--- src/rtl/hazard_sched.sv ---
// Pipeline hazard scheduler: stall/flush controls for PC, IF/ID, ID/EX and EX/MA,
// sequencing mispredict flush, external halt and data-memory timeout.
module hazard_sched #(
  parameter int unsigned FLUSH_CYCLES = 1,
  parameter int unsigned MEM_TIMEOUT  = 255,
  parameter int unsigned CNT_W        = 16
) (
  input  logic             Clk,
  input  logic             reset,
  input  logic             id_valid,
  input  logic [4:0]       id_rs1,
  input  logic             id_need_rs1,
  input  logic [4:0]       id_rs2,
  input  logic             id_need_rs2,
  input  logic             ex_valid,
  input  logic [4:0]       ex_rd,
  input  logic             ex_is_load,
  input  logic             ex_rf_we,
  input  logic             ex_mispredict,
  input  logic             ma_mem_req,
  input  logic             ma_mem_ready,
  input  logic             halt_req,
  output logic             pc_stall,
  output logic             ifid_stall,
  output logic             ifid_flush,
  output logic             idex_stall,
  output logic             idex_flush,
  output logic             exma_stall,
  output logic             mem_err,
  output logic [2:0]       state_dbg,
  output logic [CNT_W-1:0] stall_cnt,
  output logic [CNT_W-1:0] flush_cnt
);

  typedef enum logic [1:0] {
    ST_RUN   = 2'd0,
    ST_FLUSH = 2'd1,
    ST_HALT  = 2'd2,
    ST_ERR   = 2'd3
  } state_t;

  state_t           state_q, state_d;
  logic [31:0]      wait_q, wait_d;
  logic [31:0]      fcyc_q, fcyc_d;
  logic [CNT_W-1:0] stall_cnt_q, stall_cnt_d;
  logic [CNT_W-1:0] flush_cnt_q, flush_cnt_d;
  logic             mem_err_q, mem_err_d;
  logic             count_flush;
  logic             load_use, mem_wait, mispred;

  assign load_use = ex_valid & ex_is_load & ex_rf_we & (ex_rd != 5'd0) & id_valid &
                    ((id_need_rs1 & (id_rs1 == ex_rd)) | (id_need_rs2 & (id_rs2 == ex_rd)));
  assign mem_wait = ma_mem_req & ~ma_mem_ready;
  assign mispred  = ex_valid & ex_mispredict;

  assign mem_err   = mem_err_q;
  assign state_dbg = {1'b0, state_q};
  assign stall_cnt = stall_cnt_q;
  assign flush_cnt = flush_cnt_q;

  // Control outputs and next-state / counter computation
  always_comb begin
    state_d     = state_q;
    wait_d      = 32'd0;
    fcyc_d      = fcyc_q;
    count_flush = 1'b0;
    pc_stall    = 1'b0;
    ifid_stall  = 1'b0;
    ifid_flush  = 1'b0;
    idex_stall  = 1'b0;
    idex_flush  = 1'b0;
    exma_stall  = 1'b0;
    if (reset) begin
      ifid_flush = 1'b1;
      idex_flush = 1'b1;
      state_d    = ST_RUN;
      fcyc_d     = 32'd0;
    end else if (state_q == ST_ERR) begin
      pc_stall   = 1'b1;
      ifid_stall = 1'b1;
      idex_stall = 1'b1;
      exma_stall = 1'b1;
    end else if (mem_wait) begin
      pc_stall   = 1'b1;
      ifid_stall = 1'b1;
      idex_stall = 1'b1;
      exma_stall = 1'b1;
      if (wait_q == 32'hFFFF_FFFF) begin
        wait_d = wait_q;
      end else begin
        wait_d = wait_q + 32'd1;
      end
      if ((MEM_TIMEOUT != 32'd0) && (wait_d == 32'(MEM_TIMEOUT))) begin
        state_d = ST_ERR;
      end else begin
        state_d = state_q;
      end
    end else if (mispred) begin
      // Redirect proceeds: PC is not held while the wrong-path fetches are squashed
      ifid_flush  = 1'b1;
      idex_flush  = 1'b1;
      count_flush = 1'b1;
      if (FLUSH_CYCLES != 32'd0) begin
        state_d = ST_FLUSH;
        fcyc_d  = 32'(FLUSH_CYCLES);
      end else begin
        state_d = ST_RUN;
        fcyc_d  = 32'd0;
      end
    end else begin
      case (state_q)
        ST_FLUSH: begin
          ifid_flush = 1'b1;
          idex_flush = 1'b1;
          if (fcyc_q <= 32'd1) begin
            state_d = ST_RUN;
            fcyc_d  = 32'd0;
          end else begin
            fcyc_d  = fcyc_q - 32'd1;
          end
        end
        ST_RUN, ST_HALT: begin
          if (load_use | halt_req) begin
            pc_stall   = 1'b1;
            ifid_stall = 1'b1;
            idex_flush = 1'b1;
          end else begin
            pc_stall   = 1'b0;
          end
          // A load-use bubble in RUN defers the halt by one cycle
          if (state_q == ST_HALT) begin
            state_d = halt_req ? ST_HALT : ST_RUN;
          end else begin
            state_d = (halt_req & ~load_use) ? ST_HALT : ST_RUN;
          end
        end
        default: begin
          state_d = ST_RUN;
        end
      endcase
    end

    if (pc_stall && (stall_cnt_q != {CNT_W{1'b1}})) begin
      stall_cnt_d = stall_cnt_q + CNT_W'(1);
    end else begin
      stall_cnt_d = stall_cnt_q;
    end
    if (count_flush && (flush_cnt_q != {CNT_W{1'b1}})) begin
      flush_cnt_d = flush_cnt_q + CNT_W'(1);
    end else begin
      flush_cnt_d = flush_cnt_q;
    end
    mem_err_d = mem_err_q | (state_d == ST_ERR);
  end

  // State, counters and sticky error register with synchronous reset
  always_ff @(posedge Clk) begin
    if (reset) begin
      state_q     <= ST_RUN;
      wait_q      <= 32'd0;
      fcyc_q      <= 32'd0;
      stall_cnt_q <= {CNT_W{1'b0}};
      flush_cnt_q <= {CNT_W{1'b0}};
      mem_err_q   <= 1'b0;
    end else begin
      state_q     <= state_d;
      wait_q      <= wait_d;
      fcyc_q      <= fcyc_d;
      stall_cnt_q <= stall_cnt_d;
      flush_cnt_q <= flush_cnt_d;
      mem_err_q   <= mem_err_d;
    end
  end

endmodule
--- config.mk ---
export PLATFORM = sky130hd
export DESIGN_NAME = hazard_sched
export DESIGN_NICKNAME = d
export VERILOG_FILES = /design/src/rtl/hazard_sched.sv
export SDC_FILE = /design/constraint.sdc
export NUM_CORES = 1
export LEC_CHECK = 0
export ABC_AREA = 1
export ABC_CLOCK_PERIOD_IN_PS = 4600
export CELL_PAD_IN_SITES_DETAIL_PLACEMENT = 0
export CELL_PAD_IN_SITES_GLOBAL_PLACEMENT = 1
export CORE_MARGIN = 2
export CORE_UTILIZATION = 43
export DETAILED_ROUTE_END_ITERATION = 16
export PLACE_DENSITY = 0.88
export SKIP_CTS_REPAIR_TIMING = 1
export SLEW_MARGIN = 40
export SYNTH_ARGS = -nofsm -noshare
export SYNTH_HDL_FRONTEND = slang
export SYNTH_SLANG_ARGS = --single-unit
--- constraint.sdc ---
create_clock -name Clk -period 4.6 [get_ports Clk]
set_clock_uncertainty 0.05 [all_clocks]
set_input_delay 0.69 -clock Clk [delete_from_list [all_inputs] [get_ports Clk]]
set_output_delay 0.69 -clock Clk [all_outputs]
set_load 0.1 [all_outputs]
## Word level (Yosys, flattened, before mapping)

Cells that the tools add are included.

- $add $sub $neg: 4
- Order comparisons: 1
- Eq/ne operators: 10
- Muxes and demuxes: 40
- Bitwise logic cells: 17
- Reduce and logical (&&, ||, !) cells: 8

Operators with widths:

| kind | count |
|---|---|
| $mux 32 | 7 |
| $add 16x1->16 const B | 2 |
| $add 32x1->32 const B | 1 |
| $eq 32x32->1 const B | 1 |
| $eq 32x8->1 const B | 1 |
| $le 32x1->1 const B | 1 |
| $ne 16x16->1 const B | 2 |
| $sub 32x1->32 const B | 1 |
| $mux 1 | 22 |
| $mux 2 | 9 |
| $and 1x1->1 | 10 |
| $eq 5x5->1 | 2 |
| $eq 2x2->1 const B | 3 |
| $reduce_bool 5->1 | 1 |
| $not 1->1 | 4 |
| $pmux 2 s2 | 1 |
| $or 1x1->1 | 3 |
| $reduce_and 3->1 | 1 |
| $reduce_or 3->1 | 1 |
| $eq 2x1->1 const B | 1 |
| $logic_and 1x1->1 | 2 |
| $logic_not 2->1 | 1 |
| $pmux 1 s2 | 1 |
| $reduce_bool 2->1 | 1 |
| $reduce_or 2->1 | 1 |

- Register bits after elaboration: 99
- Input port bits: 27
- Output and inout port bits: 42
- Word-level logic and storage cells: 86

## Depth between registers and ports, before layout

- Word-level depth: 16
- Depth in mapped cells: 19
- Mapped depth without buffers: 19

## Least setup slack after synthesis

Ideal clock, no wire load.

- Path type: reg2out
- From: register state_q[0]
- To: output idex_flush
- Arrival: 3,901 ps
- Data required time: 3,860 ps
- Slack: -41 ps
- Cell stages (with the launch flop): 6
- Path buffers: 0
- Cells stage by stage: dfxtp_1 nand2_1 nand2_1 inv_2 nor2_1 a31oi_1

- Word-level cells in the longest chain between the ends: 7
- Elaborated cells between the ends (all ways): 10
- Classes of those cells: eq/ne: 3; mux: 5; reduce/logical: 2

RTL lines:

| element | line | text |
|---|---|---|
| from (decl) | 42 | `state_t state_q, state_d;` |
| from (signal assigned) | 166 | `state_q <= state_d;` |
| $eq 2x2->1 / $logic_not 2->1 (equally long branches) | 111 | `case (state_q)` |
| $reduce_or 2->1 | 111 |  |
| $pmux 1 s2 | 111 |  |
| $mux 1 | 98 | `end else if (mispred) begin` |
| $mux 1 | 83 | `end else if (mem_wait) begin` |
| $mux 1 * | 78 | `end else if (state_q == ST_ERR) begin` |
| $mux 1 * | 73 | `if (reset) begin` |
| to (decl) | 27 | `output logic idex_flush,` |

Every way passes the cells marked *; elsewhere a longest branch is shown, timed or not.

## Worst setup path after layout

- From: input ma_mem_req
- To: output pc_stall

- Word-level cells in the longest chain between the ends: 4

RTL lines:

| element | line | text |
|---|---|---|
| from (decl) | 20 | `input logic ma_mem_req,` |
| $and 1x1->1 | 53 | `assign mem_wait = ma_mem_req & ~ma_mem_ready;` |
| $mux 1 | 83 |  |
| $mux 1 | 78 |  |
| $mux 1 | 73 |  |
| to (decl) | 23 | `output logic pc_stall,` |

Every way passes these cells.

==> metrics.md <==
| Metric | Value |
|---|---|
| Outcome | `completed` |
| FF-to-FF path depth | `18` |
| Mean Syn Cell Area | `6.49 sq um` |
| Vias/cell | `4.96` |
| DRT antenna net count | `0` |
| Post-Synthesis Net Count | `930` |
| Dpl hpwl | `11400 um` |
| Detailed Route Iter0 Violations | `426` |
| Worst Hold Path EP | `mem_err$_SDFF_PP0_` |
| Post-synthesis instance area | `0.00583 sq mm` |
| Cells on Worst Hold Path | `2` |
| Maximum root-to-sink buffer count | `2` |
| Vias in the first global route | `5307` |
| Layout cells sized above 1 | `0.0982` |
| Post-synth EDFFs | `0` |
| Pwr Total | `2840 uW` |
| Drt wl/cell | `13.1 um` |
| Synth warn | `0` |
| Setup violations, final | `0` |
| Max Freq | `280 MHz` |
| Total GRT Usage | `0.214` |
| Routed WL | `15000 um` |
| Yosys top cell by area | `dfxtp_1` |
| Crit path kind | `in -> out` |
| Leading cell types by count after synthesis | `nand2_1, nor2_1, inv_1, dfxtp_1, nand3_1` |
| Cell Rows | `42` |
| Die Width | `120 um` |
| WHS | `0.402 ns` |
| 1st-pass router iterations | `5` |
| HP Class | `reg -> reg` |
| Hold Path Origin | `mem_err$_SDFF_PP0_` |
| Slew @ Worst Pin | `0.613 ns` |
| VDD IR-drop max | `0.000207 V` |
| RSZ-0062 raised after global routing | `false` |
| Worst setup EP type | `output port` |
| Most used standard cell by instance count after synthesis | `nand2_1` |
| Clk_lat worst skew | `0.35 ns` |
| Crit-path max FO | `12` |
| Cell Pwr Density | `417 mW/mm^2` |
| Max Cap Viol | `0` |
| Sequential area share after synthesis | `0.340` |
| Vias | `5667` |
| Register bit count reported by yosys | `99` |
| Setup crit start kind | `input port` |
| GRT Max-Usage Layer | `met2` |
| Met1 Resource Use GR | `0.285` |
| Worst relative slew slack | `0.591` |
| Area Overhead vs Synth | `16.7%` |
| # diodes | `0` |
| Critical path required time | `3.86 ns` |
| Total gr overflow | `0` |
| Initial core utilization | `0.440` |
| GRT met3 Usage | `0.0632` |
| Final #Nets | `994` |
| Ports | `69` |
| Die H | `120 um` |
| First-pass GRT wire length | `25200 um` |
| Distinct cells, synth | `44` |
| Area of the die | `0.0145 sq mm` |
| Dominant synthesized flop cell | `dfxtp_1` |
| Hold Vio Cnt, Final | `0` |
| Worst r2r src | `wait_q[0]$_SDFF_PP0_` |
| Slew Limit Fails | `0` |
| Post-route minimum period | `3.57 ns` |
| Fin crit share | `0.776` |
| Leak pwr | `0.00295 uW` |
| CTS tree | `built` |
| Gpl congestion | `0.850` |
| Synth area leaders | `dfxtp_1, nand2_1, nor2_1, inv_1, nand3_1` |
| CTS clock-pin slew for the worst setup and hold paths | `0.07 ns` |
| Largest net degree at the start of global routing | `31` |
| Setup slack after layout | `1.03 ns` |
| PortBufs | `67` |
| Cts bufs inserted | `9` |
| Asr flop ratio synth | `0` |
| Met2 Usage GRT | `0.343` |
| Synth top area share | `0.340` |
| DRC errors left | `0` |
| Placement Setup Slack | `1.01 ns` |
| H-tree levels | `3` |
| Initial antenna violation count | `0` |
| Flop2flop setup slack | `1.71 ns` |
| Setup TNS | `0 ns` |
| Root buffer cell | `clkbuf_16` |
| Worst R2R End | `mem_err$_SDFF_PP0_` |
| Syn Inst Count | `898` |
| Worst EP arrival | `2.83 ns` |
| Core Footprint | `0.0132 sq mm` |
| Sink Count | `99` |
-- stage by stage --
stage           util  instances  cell area (sq um)
2_1_floorplan      -        898               5830
6_report       0.513       1143               6800
5_1_grt        0.513       1143               6800
3_3_place_gp   0.503       1127               6670
4_1_cts        0.513       1143               6800
3_5_place_dp   0.490       1127               6490
-- critical path: stages --
cell and delay [ns]:
clkdlybuf4s50_1 0.45, inv_1 0.03, nor2_1 0.23, inv_1 0.13, nand2_1 0.12, inv_2 0.08
o21ai_2 0.25, inv_4 0.17, nor2_4 0.15, inv_2 0.07, a31oi_4 0.24, buf_12 0.21
-- power breakdown --
part           total [uW]  internal, uW  switching (uW)
clock network         795           451             344
logic                1010           337             673
registers            1030           946            86.0
-- cell families after synthesis --
family | Yosys count | share of synthesized area
AOI/OAI and AO/OA | 112 | 0.109
xor gates and xnor gates | 42 | 0.0631
adders and majority gates | 5 | 0.0107
buffers and inverters | 134 | 0.0939
DFF | 99 | 0.340
other | 1 | 0.000644
and+or+nand+nor | 505 | 0.383
-- flip-flops by register name, summed over array words and instances, names as in the netlist --
name,count
state_q,2
wait_q,32
flush_cnt,16
fcyc_q,32
mem_err,1
stall_cnt,16
-- worst max-delay path by stage --
stage | start | to | slack [ns] | depth (start not counted)
after floorplan | state_q[0]$_SDFF_PP0_ | idex_flush | 0.70 | 5
after global placement | ma_mem_req | ifid_stall | 1.07 | 12
after detailed placement | ex_valid | pc_stall | 1.01 | 9
after CTS | ex_valid | pc_stall | 1.00 | 9
after global routing | ex_valid | pc_stall | 0.86 | 9
final | ma_mem_req | pc_stall | 1.03 | 12
-- layout make-up --
cell class / count / area (sq um)
Clock buffer: 12 / 256
Tap cell: 176 / 220
Fill cell: 1426 / 6450
Sequential cell: 99 / 1980
Clock inverter: 4 / 48.8
Inverter: 115 / 434
Multi-Input combinational cell: 665 / 3300
Timing Repair Buffer: 72 / 556
-- per-layer routing --
layer  part of all wire  up-vias
li1                   -     3022
met1               0.49     2508
met2               0.44      125
met3              0.056       12
met4              0.013        0
met5                  0        -
-- placed cells by master, fill, tap and decap left out, types with 3 or more instances in the layout --
cell and instances:
a211oi_1 3, a21oi_1 43, a31oi_1 5, buf_12 3
buf_2 35, buf_4 8, clkbuf_16 9, clkdlybuf4s50_1 26
dfxtp_1 99, ha_1 5, inv_1 108, inv_2 6
nand2_1 207, nand3_1 54, nand3b_1 12, nand4_1 16
nor2_1 151, nor2_2 6, nor2_4 4, nor3_1 29
nor3_2 6, nor3b_1 3, nor4_1 9, o21a_1 3
o21ai_0 44, o22ai_1 3, or2_2 3, xnor2_1 14
xor2_1 28
No activity file was read; power rests on OpenSTA's default activity.
